==> src/rtl/fx_mac_ci.sv <==
// Fixed-point multiply / multiply-accumulate unit with a multi-cycle custom-instruction handshake.
// Optional build macro ROUND_EN: round the product half toward +inf before the Q-format shift.
module fx_mac_ci #(
    parameter int WIDTH   = 32,
    parameter int FRAC    = 22,
    parameter int LATENCY = 2
) (
    input  logic             clk,
    input  logic             aclr,
    input  logic             clk_en,
    input  logic             start,
    input  logic [1:0]       n,
    input  logic [WIDTH-1:0] dataa,
    input  logic [WIDTH-1:0] datab,
    output logic [WIDTH-1:0] result,
    output logic             done
);

    typedef enum logic [1:0] {
        S_IDLE = 2'd0,
        S_MULT = 2'd1,
        S_FIN  = 2'd2
    } state_t;

    localparam logic [1:0] OP_MUL  = 2'd0;
    localparam logic [1:0] OP_MAC  = 2'd1;
    localparam logic [1:0] OP_ADD  = 2'd2;
    localparam logic [1:0] OP_LOAD = 2'd3;
    localparam int         PW      = 2 * WIDTH + 1;
    localparam logic [2:0] CNT_LAST = 3'(LATENCY - 1);
`ifdef ROUND_EN
    localparam logic [PW-1:0] RND = {{(PW-1){1'b0}}, 1'b1} << (FRAC - 1);
`endif

    state_t                 state_r, state_nx_s;
    logic [2:0]             cnt_r, cnt_nx_s;
    logic                   accept_s, fin_s;
    logic [1:0]             op_r;
    logic [WIDTH-1:0]       a_r, b_r, acc_r, result_r;
    logic                   done_r;
    logic [2*WIDTH-1:0]     mult_s;
    logic [2*WIDTH-1:0]     pipe_r [LATENCY];
    logic [PW-1:0]          wide_s;
    logic signed [PW-1:0]   scaled_s;
    logic [WIDTH-1:0]       psat_s, mac_s, add_s, res_s, acc_nx_s;

    // Clamp a wide signed value into the WIDTH-bit two's complement range.
    function automatic logic [WIDTH-1:0] sat_f(input logic [PW-1:0] v);
        if (v[PW-1:WIDTH-1] == {(PW-WIDTH+1){v[PW-1]}}) begin
            return v[WIDTH-1:0];
        end else if (v[PW-1]) begin
            return {1'b1, {(WIDTH-1){1'b0}}};
        end else begin
            return {1'b0, {(WIDTH-1){1'b1}}};
        end
    endfunction

    function automatic logic [PW-1:0] sext_f(input logic [WIDTH-1:0] x);
        return {{(PW-WIDTH){x[WIDTH-1]}}, x};
    endfunction

    // Next-state logic; a start is refused while the previous done pulse is still visible.
    always_comb begin
        state_nx_s = state_r;
        cnt_nx_s   = cnt_r;
        accept_s   = 1'b0;
        fin_s      = 1'b0;
        case (state_r)
            S_IDLE: begin
                if (start && !done_r) begin
                    accept_s   = 1'b1;
                    cnt_nx_s   = 3'd0;
                    state_nx_s = (n == OP_MUL || n == OP_MAC) ? S_MULT : S_FIN;
                end else begin
                    state_nx_s = S_IDLE;
                end
            end
            S_MULT: begin
                if (cnt_r == CNT_LAST) begin
                    state_nx_s = S_FIN;
                end else begin
                    cnt_nx_s = cnt_r + 3'd1;
                end
            end
            S_FIN: begin
                fin_s      = 1'b1;
                state_nx_s = S_IDLE;
            end
            default: begin
                state_nx_s = S_IDLE;
            end
        endcase
    end

    // State and counter registers, frozen while clk_en is low.
    always_ff @(posedge clk or posedge aclr) begin
        if (aclr) begin
            state_r <= S_IDLE;
            cnt_r   <= 3'd0;
        end else if (clk_en) begin
            state_r <= state_nx_s;
            cnt_r   <= cnt_nx_s;
        end
    end

    // Operand capture on an accepted start.
    always_ff @(posedge clk or posedge aclr) begin
        if (aclr) begin
            op_r <= 2'd0;
            a_r  <= '0;
            b_r  <= '0;
        end else if (clk_en && accept_s) begin
            op_r <= n;
            a_r  <= dataa;
            b_r  <= datab;
        end
    end

    // Operands are sign-extended so the truncated 2*WIDTH product is the exact signed product.
    assign mult_s = {{WIDTH{a_r[WIDTH-1]}}, a_r} * {{WIDTH{b_r[WIDTH-1]}}, b_r};

    // Free-running multiplier pipeline; its last stage is valid once MULT has counted out.
    always_ff @(posedge clk or posedge aclr) begin
        if (aclr) begin
            for (int i = 0; i < LATENCY; i++) pipe_r[i] <= '0;
        end else if (clk_en) begin
            pipe_r[0] <= mult_s;
            for (int i = 1; i < LATENCY; i++) pipe_r[i] <= pipe_r[i-1];
        end
    end

    // Q-format scaling, saturation and per-opcode result/accumulator selection.
    always_comb begin
        wide_s = {pipe_r[LATENCY-1][2*WIDTH-1], pipe_r[LATENCY-1]};
`ifdef ROUND_EN
        wide_s = wide_s + RND;
`endif
        scaled_s = $signed(wide_s) >>> FRAC;
        psat_s   = sat_f(scaled_s);
        mac_s    = sat_f(sext_f(acc_r) + sext_f(psat_s));
        add_s    = sat_f(sext_f(a_r) + sext_f(b_r));
        res_s    = psat_s;
        acc_nx_s = acc_r;
        case (op_r)
            OP_MUL:  begin res_s = psat_s; acc_nx_s = acc_r; end
            OP_MAC:  begin res_s = mac_s;  acc_nx_s = mac_s; end
            OP_ADD:  begin res_s = add_s;  acc_nx_s = acc_r; end
            OP_LOAD: begin res_s = acc_r;  acc_nx_s = a_r;   end
            default: begin res_s = psat_s; acc_nx_s = acc_r; end
        endcase
    end

    // Output and accumulator registers; done and result hold while clk_en is low.
    always_ff @(posedge clk or posedge aclr) begin
        if (aclr) begin
            done_r   <= 1'b0;
            result_r <= '0;
            acc_r    <= '0;
        end else if (clk_en) begin
            done_r <= fin_s;
            if (fin_s) begin
                result_r <= res_s;
                acc_r    <= acc_nx_s;
            end
        end
    end

    assign result = result_r;
    assign done   = done_r;

endmodule
==> config.mk <==
export PLATFORM = sky130hd
export DESIGN_NAME = fx_mac_ci
export DESIGN_NICKNAME = d
export VERILOG_FILES = /design/src/rtl/fx_mac_ci.sv
export SDC_FILE = /design/constraint.sdc
export NUM_CORES = 2
export LEC_CHECK = 0
export BUFFER_PORTS_ARGS = -buffer_cell sky130_fd_sc_hd__buf_2
export CORE_MARGIN = 2
export CORE_UTILIZATION = 56
export DETAILED_ROUTE_END_ITERATION = 10
export HOLD_SLACK_MARGIN = 0.06
export PLACE_DENSITY = 0.8
export REMOVE_ABC_BUFFERS = 1
export SYNTH_ARGS = -nofsm -noshare
export SYNTH_HDL_FRONTEND = slang
export SYNTH_SLANG_ARGS = --single-unit
==> constraint.sdc <==
create_clock -name clk -period 11.2 [get_ports clk]
set_clock_uncertainty 0.1 [all_clocks]
set_input_delay 0.56 -clock clk [delete_from_list [all_inputs] [get_ports clk]]
set_output_delay 0.56 -clock clk [all_outputs]
set_load 0.005 [all_outputs]
==> impl_results.md <==
- Initial antenna violation count: 8
- Largest net degree at the start of global routing: 89
- Drt pass-1 iters: 6
- Mapped cell area: 49000 um2
- Drt initial violations: around 3200
- Critical Path Sink Type: flop
- Multi-input gate area: around 38000 um2
- Via Count: 37700
- Clk root buf: clkbuf_16
- Wire length per cell: 22.3 um
- Critical-path cell list: nand2_1, inv_1, fa_1, inv_1, fa_1, inv_1, fa_1, fa_1, inv_1, fa_1, inv_1, fa_1, inv_1, fa_1, fa_1, inv_1, ha_1, nand2_1, o31ai_1, nor3b_1, o211ai_1, nand3_1, a31o_2, a31o_2
- Starting Density: 56.5%
- CTS buffer count: 25
- Worst R2R Start: b_r[5]
- Vias in the first global route: 40900
- First-pass GRT wire length: 226000 um
- Area Growth Syn to Fin: 4.79%
- Worst slew pin tran: 1.33 ns
- Worst path arrival time: 9.27 ns
- Die width: 300 um
- DRT Wirelength: 141000 um
- Kind of critical path: flop to flop
- CTS tree: done
- Commonest cells after routing, fill and taps aside: fa_1, inv_1, nand2_1
- Via/cell ratio: 5.97
- Gr usage total: 32.5%
- FP Rows: 108
- CTS H-tree depth: 1
- Max Fclk: about 110 MHz
- Sequential share of the synthesized area: between 10% and 20%
- Ports: 103
- Hold WS: 0.0967 ns
- Min-delay src: datab[16]
- Crit path max fanout: 22
- Post-synth top flop: dfrtp_1
- Die area: 89900 um2
- Synth Warn #: 0
- Core ar.: 86800 um2
- Final Critical Period: 8.88 ns
- Seq cells post-synth: 220
- Number of buffers added on ports: about 100
- GRT Residual Overflow: 0
- Hold-fix buffers, CTS: 1
- Clock transition at path regs: 0.07 ns
- Hold crit path type: input port to flop
- Cts repair resizes: 0
- Synth cell types: 90
- Unrepaired setup endpoints after global routing: no
- GPL Wtd Cong: about 1.0
- Post-synth EDFFs: 0
- Status: completed
- Die height: between 200 and 300 um
- Clk_lat worst skew: 0.59 ns
- Max-cap violations: 0
- Post-DRT Antenna Nets: 0
- Avg Inst Size Synth: 9.41 um2
- Slowest-stage cell, CP: fa_1
- Filler cells: 7231
- Max Transition Viols Final: 0
- Max Buffers Root-to-Sink: 3
- Asr flop ratio synth: 100%
- Final Setup Violations: 0
- FF/Latch Area: about 5500 um2
- Reg2reg setup slack: ~2.3 ns
- CP Launch Point: b_r[5]
- CP peak stage delay: 0.94 ns
- Slew HR: 10.9%
- CP dominant cell by count: fa_1
- DP Wirelength: 112000 um
- Startpoint Class: flop
- Postcts setup bufs: 0
- Layout cells sized above 1: 7.69%
- Critical Path RT: approximately 12 ns
- Setup TNS: 0 ns
- Most common cell after layout, fill and taps aside: fa_1
- # DRC: 0
- Nets@finish: 6536
- Clk sinks: 220
- Mapped Cells: ~5200
- Period utilization: 79.3%
- Fin. Hold Viols: 0
critical path: cells and delay by family (launching register included):
family	cells	cell delay, ns
adders and majority gates	9	4.88
and+or+nand+nor	4	0.67
buffers and inverters	7	1.22
DFF	1	0.83
AOI/OAI and AO/OA	4	1.07
worst paths after layout:
path                               end  cells past startpoint
max                        pipe_r[127]                     24
min                            b_r[16]                      2
max reg2reg                pipe_r[127]                     24
min reg2reg                pipe_r[103]                      1
max in group asynchronous     acc_r[0]                      4
min in group asynchronous      op_r[0]                      3
area by class of cell:
type | count | area share (%)
multi-input combinational | 3658 | 75.0
sequential | 220 | 10.7
inverter | 1047 | 7.67
tap | 1155 | 2.82
timing repair buffer | 184 | 2.20
clock buffer | 30 | 1.29
clock inverter | 13 | 0.280
antenna | 4 | 0.0195
cells in the mapped netlist (35+ instances only):
| master | n | share of area (%) |
|---|---|---|
| o21ai_1 | 37 | 0.38 |
| xnor2_1 | 56 | 1.0 |
| a21o_1 | 55 | 0.84 |
| ha_1 | 247 | 6.3 |
| xor2_1 | 35 | 0.63 |
| nand2_1 | 627 | 4.8 |
| and2_1 | 506 | 6.5 |
| fa_1 | 1083 | 44 |
| inv_1 | 1047 | 8.0 |
| dfrtp_1 | 220 | 11 |
| a31oi_1 | 57 | 0.73 |
| a21oi_1 | 167 | 1.7 |
| o21ai_0 | 128 | 1.3 |
| nor2_1 | 129 | 0.99 |
| clkbuf_1 | 266 | 2.0 |
| mux2_2 | 134 | 3.1 |
through the flow:
stage / util [%] / cell area, um2 / instances / worst slack, ns
2_1_floorplan: - / 47900 / 4925 / 3.40
3_3_place_gp: 58.2 / 50500 / 6263 / 2.71
3_5_place_dp: 58.2 / 50500 / 6263 / 2.46
4_1_cts: 59.2 / 51300 / 6307 / 2.44
5_1_grt: 59.2 / 51300 / 6310 / 1.89
6_report: 59.2 / 51300 / 6311 / 2.32
registers in the layout (all words and copies together) (netlist names):
name     count
state_r      2
acc_r       32
a_r         32
cnt_r        3
pipe_r      84
result      32
b_r         32
done         1
op_r         2
per-layer routing:
metal	up-vias	part of all wire, %	track usage, %
met5	-	0.023	0.159
met4	4	7.4	20.1
met3	586	9.0	5.93
met2	1998	47	52.9
met1	19300	36	40.6
li1	15800	-	-
kinds of logic after synthesis:
family	synth area share, %
compound gates	8.81
xor+xnor	1.63
flops	11.2
mux	3.17
fa+ha+maj	50.6
simple gates	14.3
buf+inv	10.2
Power is left out: the tool's default activity adds up to more than one toggle a clock period on the data nets, which glitch-free logic cannot reach.
